[src/rtl/pipe_hazard_ctrl.sv]
// ============================================================================
// Module  : pipe_hazard_ctrl
// Brief   : 5-stage pipeline hazard controller: forwarding, load-use and
//           mul/div interlock, stall-cycle counter.
// Revision: 1.0 - initial release
// ============================================================================
`default_nettype none

module pipe_hazard_ctrl #(
  parameter int MD_LAT = 4,
  parameter int CNT_W  = 16
) (
  input  logic             clk,
  input  logic             clrn,
  input  logic [4:0]       rs,
  input  logic [4:0]       rt,
  input  logic             use_rs,
  input  logic             use_rt,
  input  logic             dmd,
  input  logic             dmdrd,
  input  logic [4:0]       ern,
  input  logic             ewreg,
  input  logic             em2reg,
  input  logic [4:0]       mrn,
  input  logic             mwreg,
  input  logic             mm2reg,
  output logic             wpcir,
  output logic             bubble,
  output logic [1:0]       fwda,
  output logic [1:0]       fwdb,
  output logic             md_start,
  output logic             md_busy,
  output logic             md_done,
  output logic [CNT_W-1:0] stall_cnt
);

  typedef enum logic [0:0] {
    S_IDLE = 1'b0,
    S_BUSY = 1'b1
  } state_t;

  localparam logic [3:0] C_MD_LOAD = 4'(MD_LAT - 1);

  state_t           r_state;
  state_t           w_state_nxt;
  logic [3:0]       r_cnt;
  logic [3:0]       w_cnt_nxt;
  logic             r_md_done;
  logic             w_md_done_nxt;
  logic [CNT_W-1:0] r_stall_cnt;
  logic             w_lu;
  logic             w_mh;
  logic             w_stall;

  // EX-stage loads have no data yet, so only MEM can supply a load result.
  function automatic logic [1:0] fwd_sel(
    input logic [4:0] src,
    input logic [4:0] e_rn,
    input logic       e_wreg,
    input logic       e_m2reg,
    input logic [4:0] m_rn,
    input logic       m_wreg,
    input logic       m_m2reg
  );
    if (e_wreg && (e_rn != 5'd0) && (e_rn == src) && !e_m2reg)
      return 2'b01;
    else if (m_wreg && (m_rn != 5'd0) && (m_rn == src))
      return m_m2reg ? 2'b11 : 2'b10;
    else
      return 2'b00;
  endfunction

  assign fwda = fwd_sel(rs, ern, ewreg, em2reg, mrn, mwreg, mm2reg);
  assign fwdb = fwd_sel(rt, ern, ewreg, em2reg, mrn, mwreg, mm2reg);

  assign w_lu = ewreg & em2reg & (ern != 5'd0) &
                ((use_rs & (ern == rs)) | (use_rt & (ern == rt)));
  assign md_busy   = (r_state == S_BUSY);
  assign w_mh      = md_busy & (dmd | dmdrd);
  assign w_stall   = w_lu | w_mh;
  assign wpcir     = ~w_stall;
  assign bubble    = w_stall;
  assign md_start  = dmd & ~w_stall & ~md_busy;
  assign md_done   = r_md_done;
  assign stall_cnt = r_stall_cnt;

  always_comb begin
    w_state_nxt   = r_state;
    w_cnt_nxt     = r_cnt;
    w_md_done_nxt = 1'b0;
    case (r_state)
      S_IDLE: begin
        if (md_start) begin
          w_state_nxt = S_BUSY;
          w_cnt_nxt   = C_MD_LOAD;
        end
      end
      S_BUSY: begin
        if (r_cnt == 4'd0) begin
          w_state_nxt   = S_IDLE;
          w_md_done_nxt = 1'b1;
        end else begin
          w_cnt_nxt = r_cnt - 4'd1;
        end
      end
      default: w_state_nxt = S_IDLE;
    endcase
  end

  always_ff @(posedge clk or posedge clrn) begin
    if (clrn) begin
      r_state   <= S_IDLE;
      r_cnt     <= 4'd0;
      r_md_done <= 1'b0;
    end else begin
      r_state   <= w_state_nxt;
      r_cnt     <= w_cnt_nxt;
      r_md_done <= w_md_done_nxt;
    end
  end

  always_ff @(posedge clk or posedge clrn) begin
    if (clrn)
      r_stall_cnt <= '0;
    else if (w_stall && (r_stall_cnt != {CNT_W{1'b1}}))
      r_stall_cnt <= r_stall_cnt + 1'b1;
  end

endmodule

`default_nettype wire

[config.mk]
export PLATFORM = sky130hd
export DESIGN_NAME = pipe_hazard_ctrl
export DESIGN_NICKNAME = d
export VERILOG_FILES = /design/src/rtl/pipe_hazard_ctrl.sv
export SDC_FILE = /design/constraint.sdc
export NUM_CORES = 1
export LEC_CHECK = 0
export CAP_MARGIN = 10
export CORE_MARGIN = 4
export CORE_UTILIZATION = 43
export DETAILED_ROUTE_END_ITERATION = 8
export PLACE_DENSITY = 0.92
export SETUP_SLACK_MARGIN = 0.05
export SLEW_MARGIN = 10
export SYNTH_ARGS = -nofsm -noshare
export SYNTH_HDL_FRONTEND = slang
export SYNTH_SLANG_ARGS = --single-unit
[constraint.sdc]
create_clock -name clk -period 3.2 [get_ports clk]
set_clock_uncertainty 0.15 [all_clocks]
set_input_delay 0.8 -clock clk [delete_from_list [all_inputs] [get_ports clk]]
set_output_delay 0.8 -clock clk [all_outputs]
set_load 0.05 [all_outputs]
==> run_results.csv, run 1 <==
group,metric,value,unit
route,via_per_inst,5.023,
layout,fin_area,2227,sq um
layout,regArea,550.5,sq um
global_routing,grt_pass1_vias,1354,
clock_tree,cts_tree,"yes",
clock_tree,clk_path_buf_depth,2,
timing,fin_crit_sh,98.05,%
global_routing,grt_pass1_wl,6292,microns
floorplanning,die_width,64.55,microns
clock_tree,cts_buffers,3,
route,routed_wl,3828,microns
clock_tree,insertion_delay,0.30,ns
timing,setup_viol,0,
global_routing,grt_max_degree,23,
pwr,ir_worst_vdd,617.2,uV
floorplanning,start_util,45.04,%
timing,tightest_slew,0.8422,ns
layout,num-fill-cells,238,
layout,num-nets-final,251,
timing,drv_slew,0,
layout,mostFrequentLayoutCells,"27 x clkdlybuf4s50_1, 23 x xor2_1, 22 x dfrtp_1",
min_path,hp-class,"flip-flop to flip-flop",
synth,avgSynthCellArea,9.483,sq um
global_routing,track_usage,19.07,%
clock_tree,cts_sinks,22,
flow_run,cap_viol_max_count,0,
synth,synth-main-ff-cell,"dfrtp_1",
route,antenna_left,0,
place,gp_congestion,0.7951,
timing,rsz0062_at_grt,"true",
synth,ys_ff_latch,22,
clock_tree,cts_root_buffer,"clkbuf_4",
layout,synthToLayoutAreaGrowth,61.97,%
pwr,power_density,586.9,nW/um^2
synth,synth_nets,177,
floorplanning,core-area,3053,sq um
pwr,power_leakage,1.023,nW
critical_path,cp.arrival,2.19,ns
global_routing,grt_antenna_before_repair,0,
clock_tree,cts_htree_levels,1,
layout,post-route-util,72.95,%
run_status,status,"complete, no violations",
synth,synth-edff-count,0,
floorplanning,die_h,64.55,microns
layout,layout_commonest_cell,"clkdlybuf4s50_1",
place,io_buffers,54,
synth,synth_seq_area_share,40.04,%
floorplanning,ios,55,
floorplanning,fp.dieArea,4167,sq um
timing,hold_slack,0.3574,ns
layout,multiInputGateArea,890.9,sq um
place,place_ws,-0.2529,ns
synth,syn_area,1375,sq um
critical_path,critical_path_class,"input port to output port",
timing,fmax,318.7,MHz
timing,setup_tns,0,ns
timing,finalCriticalPeriod,3.138,ns
critical_path,endpoint_kind,"output port",
route,drc,0,
place,placed_area,2110,sq um
layout,n_antenna_cell,0,
route,drtPass1Iterations,4,
synth,synth-async-reset-ratio,100.0,%
layout,layout-drive-gt1-share,21.66,%
route,drtIter0Drc,56,
synth,syn_inst,145,
synth,netlist-cell-type-count,35,
place,dp.final_hpwl,2958,microns
critical_path,startpoint_type,"input port",
timing,slew_headroom,43.79,%
critical_path,crit_fanout,3,
synth,yosys_warnings,0,
route,via_count,1311,
timing,finalHoldViolCount,0,
route,wl_per_cell,14.67,microns
timing,setup_slack,0.06234,ns
clock_tree,cts.clk_slew.worst_paths,0.11,ns
global_routing,grt_overflow,0,
critical_path,cp.required,2.25,ns
floorplanning,std_cell_rows,20,
[worst max-delay path, cell delays in order]
cell           delay (ns)
dlygate4sd2_1        0.31
xnor2_1              0.20
nand3_1              0.16
nor4_4               0.34
nor2b_2              0.21
buf_6                0.17
[registers in the layout, indices dropped and copies added (netlist names)]
| name | cells |
|---|---|
| stall_cnt | 16 |
| md_done | 1 |
| md_busy | 1 |
| r_cnt | 4 |
[worst paths after layout]
kind                              start            to  slack (ns)  cells after the start
hold reg to reg            stall_cnt[8]  stall_cnt[8]        0.36                      1
max in group asynchronous          clrn  stall_cnt[6]        1.58                      2
setup / recovery                 mrn[0]       fwdb[1]        0.06                      6
hold / removal             stall_cnt[8]  stall_cnt[8]        0.36                      1
min in group asynchronous          clrn  stall_cnt[7]        0.80                      2
setup reg to reg           stall_cnt[0]  stall_cnt[1]        0.76                      7
[cells in the mapped netlist (3+ instances only)]
| library cell | n | area [sq um] |
|---|---|---|
| nor4_1 | 3 | 18.77 |
| nor3_1 | 14 | 70.07 |
| xnor2_1 | 10 | 87.58 |
| nand3_1 | 7 | 35.03 |
| inv_1 | 5 | 18.77 |
| xor2_1 | 26 | 227.7 |
| nor2b_1 | 4 | 25.02 |
| nand4_1 | 3 | 18.77 |
| a21oi_1 | 3 | 15.01 |
| nand2_1 | 9 | 33.78 |
| nor2_1 | 10 | 37.54 |
| dfrtp_1 | 22 | 550.5 |
[kinds of logic after synthesis]
logic type | synth area share [%]
compound gates | 6.641
xor+xnor | 22.93
fa+ha+maj | 1.820
buf+inv | 2.457
flops | 40.04
mux | 0.8189
simple gates | 25.30
[metrics by stage]
| stage | power, mW | cells |
|---|---|---|
| 3_5_place_dp | 1.176 | 255 |
| 2_1_floorplan | 0.8888 | 145 |
| 6_report | 1.307 | 261 |
| 5_1_grt | 1.384 | 261 |
| 4_1_cts | 1.304 | 260 |
| 3_3_place_gp | 1.157 | 255 |
[power by group]
group	leakage, nW	internal [mW]	total (mW)	switching, mW
Sequential	0.274	0.354	0.444	0.0897
Combinational	0.735	0.304	0.742	0.438
Clock	0.0138	0.0439	0.121	0.0772
Total	1.02	0.702	1.31	0.605
[final cells by class]
| cell class | count | area share, % |
|---|---|---|
| clock buffer | 3 | 1.011 |
| tap | 44 | 2.472 |
| inverter | 6 | 1.011 |
| timing repair buffer | 70 | 30.79 |
| multi-input combinational | 116 | 40.00 |
| sequential | 22 | 24.72 |
[layer usage]
| layer | global-route usage, % | wire (microns) |
|---|---|---|
| met5 | 0 | 0 |
| met4 | 0.7916 | 2 |
| met3 | 3.640 | 140 |
| met2 | 33.38 | 2009 |
| met1 | 25.77 | 1676 |
[what timing repair did]
action / 4_1_cts / 5_1_grt
pin swaps: 10 / 6
hold buffers: 0 / 0
resized for setup: 32 / 14
setup buffers: 2 / 1
setup endpoints to repair: 7 / 3
endpoints found under the hold margin: 0 / 0
Note: power is estimated with default switching activity, not from simulation.
==> inputs of run 2 (changes only) <==
MAX_ROUTING_LAYER = met4   (was unset)
==> run_results.csv, run 2 (same netlist as run 1, synthesis figures left out) <==
group,metric,value,unit
floorplanning,start_util,45.04,%
critical_path,cp.required,2.25,ns
critical_path,path_cells,"dlygate4sd2_1, xnor2_1, nand3_1, nor4_4, nor2b_2, buf_6",
flow_run,cap_viol_max_count,0,
pwr,total_power,1.307,mW
floorplanning,die_width,64.55,microns
clock_tree,cts_sinks,22,
route,routed_wl,3828,microns
layout,num-nets-final,251,
pwr,p_int,0.7019,mW
route,antenna_left,0,
pwr,power_density,586.9,nW/um^2
floorplanning,fp.dieArea,4167,sq um
timing,finalHoldViolCount,0,
layout,synthToLayoutAreaGrowth,61.97,%
layout,n_antenna_cell,0,
global_routing,grt_pass1_wl,6292,microns
route,drtPass1Iterations,4,
critical_path,startpoint_type,"input port",
critical_path,cp.arrival,2.19,ns
global_routing,grt_pass1_vias,1354,
min_path,min_from,"stall_cnt[8]",
place,placed_area,2110,sq um
critical_path,cp_slowest_cell,"nor4_4",
global_routing,use_met2,33.38,%
floorplanning,core-area,3053,sq um
global_routing,grt.busiest_layer,"met2",
critical_path,cp_top_family,"simple AND/OR/NAND/NOR gates",
timing,fin_crit_sh,98.05,%
critical_path,crit_fanout,3,
clock_tree,cts.clk_slew.worst_paths,0.11,ns
pwr,power_leakage,1.023,nW
layout,mostFrequentLayoutCells,"27 x clkdlybuf4s50_1, 23 x xor2_1, 22 x dfrtp_1",
timing,rsz0062_at_grt,"true",
global_routing,grt_overflow,0,
floorplanning,die_h,64.55,microns
timing,tightest_slew,0.8422,ns
clock_tree,cts_root_buffer,"clkbuf_4",
timing,setup_viol,0,
route,wl_per_cell,14.67,microns
layout,largest_reg_flops,16,
pwr,p_comb_share,56.8,%
global_routing,grt_use_met1,25.77,%
pwr,clkPwrFrac,9.3,%
clock_tree,cts_buffers,3,
timing,finalCriticalPeriod,3.138,ns
pwr,p_switching,0.6051,mW
floorplanning,std_cell_rows,20,
critical_path,critical_path_class,"input port to output port",
route,via_per_inst,5.023,
global_routing,met3_usage,3.640,%
critical_path,crit_start,"mrn[0]",
timing,slew_headroom,43.79,%
run_status,status,"complete, no violations",
clock_tree,clk_path_buf_depth,2,
pwr,ir_worst_vdd,617.2,uV
place,dp.final_hpwl,2958,microns
layout,layout_commonest_cell,"clkdlybuf4s50_1",
critical_path,cp.buffers_inverters,2,
global_routing,track_usage,19.59,%
layout,layout-drive-gt1-share,21.66,%
floorplanning,ios,55,
clock_tree,insertion_delay,0.30,ns
clock_tree,cts_htree_levels,1,
critical_path,r2r_start,"stall_cnt[0]",
timing,drv_slew,0,
global_routing,grt_antenna_before_repair,0,
layout,fin_area,2227,sq um
pwr,seq_power_share,34.0,%
place,gp_congestion,0.8064,
clock_tree,cts_tree,"yes",
critical_path,crit_path_max_incr_delay,0.34,ns
clock_tree,holdBufCountCts,0,
route,drtIter0Drc,57,
critical_path,endpoint_kind,"output port",
timing,fmax,318.7,MHz
route,via_count,1311,
place,io_buffers,54,
route,drc,0,
min_path,hp-class,"flip-flop to flip-flop",
pwr,swShare,46.30,%
global_routing,grt_max_degree,23,
## run 2: cell counts in the layout (fill, tap and decap cells not counted)
No cell type changed its count.
## run 2: worst paths after layout
kind	endpoint	slack (ns)	cells after the start
min in group asynchronous	stall_cnt[7]	0.80	2
hold reg to reg	stall_cnt[8]	0.36	1
hold / removal	stall_cnt[8]	0.36	1
setup reg to reg	stall_cnt[1]	0.76	7
max in group asynchronous	stall_cnt[6]	1.58	2
setup / recovery	fwdb[1]	0.06	6
## run 2: repair_timing
item / CTS / global route
buffers inserted: 2 / 1
pin swaps: 10 / 6
gates cloned: 0 / 0
gates resized for setup: 32 / 14
endpoints found under the setup margin: 7 / 3
## run 2: power by group through the flow
| stage | clock network, mW | logic, mW | registers (mW) |
|---|---|---|---|
| 2_1_floorplan | 0 | 0.276 | 0.613 |
| 4_1_cts | 0.125 | 0.736 | 0.443 |
| 3_3_place_gp | 0 | 0.713 | 0.444 |
| 5_1_grt | 0.135 | 0.789 | 0.461 |
| 6_report | 0.121 | 0.742 | 0.444 |
| 3_5_place_dp | 0 | 0.728 | 0.448 |
## run 2: cell type report
class	instances	area [sq um]
tap	44	55.05
multi-input combinational	116	890.9
timing repair buffer	70	685.7
fill	238	825.8
clock buffer	3	22.52
sequential	22	550.5
inverter	6	22.52
## run 2: routing by layer
layer | share of wire [%] | routed length [microns]
met2 | 52 | 2009
met4 | 0.052 | 2
met1 | 44 | 1686
met5 | 0 | 0
met3 | 3.4 | 130
## run 2: worst register-to-register path, cell delays in order (launching register included)
cell     delay (ns)
dfrtp_1        0.43
ha_1           0.23
nand4_1        0.11
or4_4          0.56
nor2b_1        0.16
a31oi_2        0.16
buf_4          0.21
mux2_1         0.33
## run 2: metrics by stage
step / setup TNS, ns / instances / hold WS, ns / util [%] / worst slack [ns]
floorplan: 0 / 145 / 0.3183 / - / 0.05624
global placement: -1.035 / 255 / 0.3340 / 69.10 / -0.2191
detailed placement: -1.186 / 255 / 0.3475 / 69.10 / -0.2529
CTS: 0 / 260 / 0.3628 / 71.52 / 0.06480
global route: -0.0005675 / 261 / 0.3850 / 72.95 / -0.0005675
finish: 0 / 261 / 0.3574 / 72.95 / 0.06234
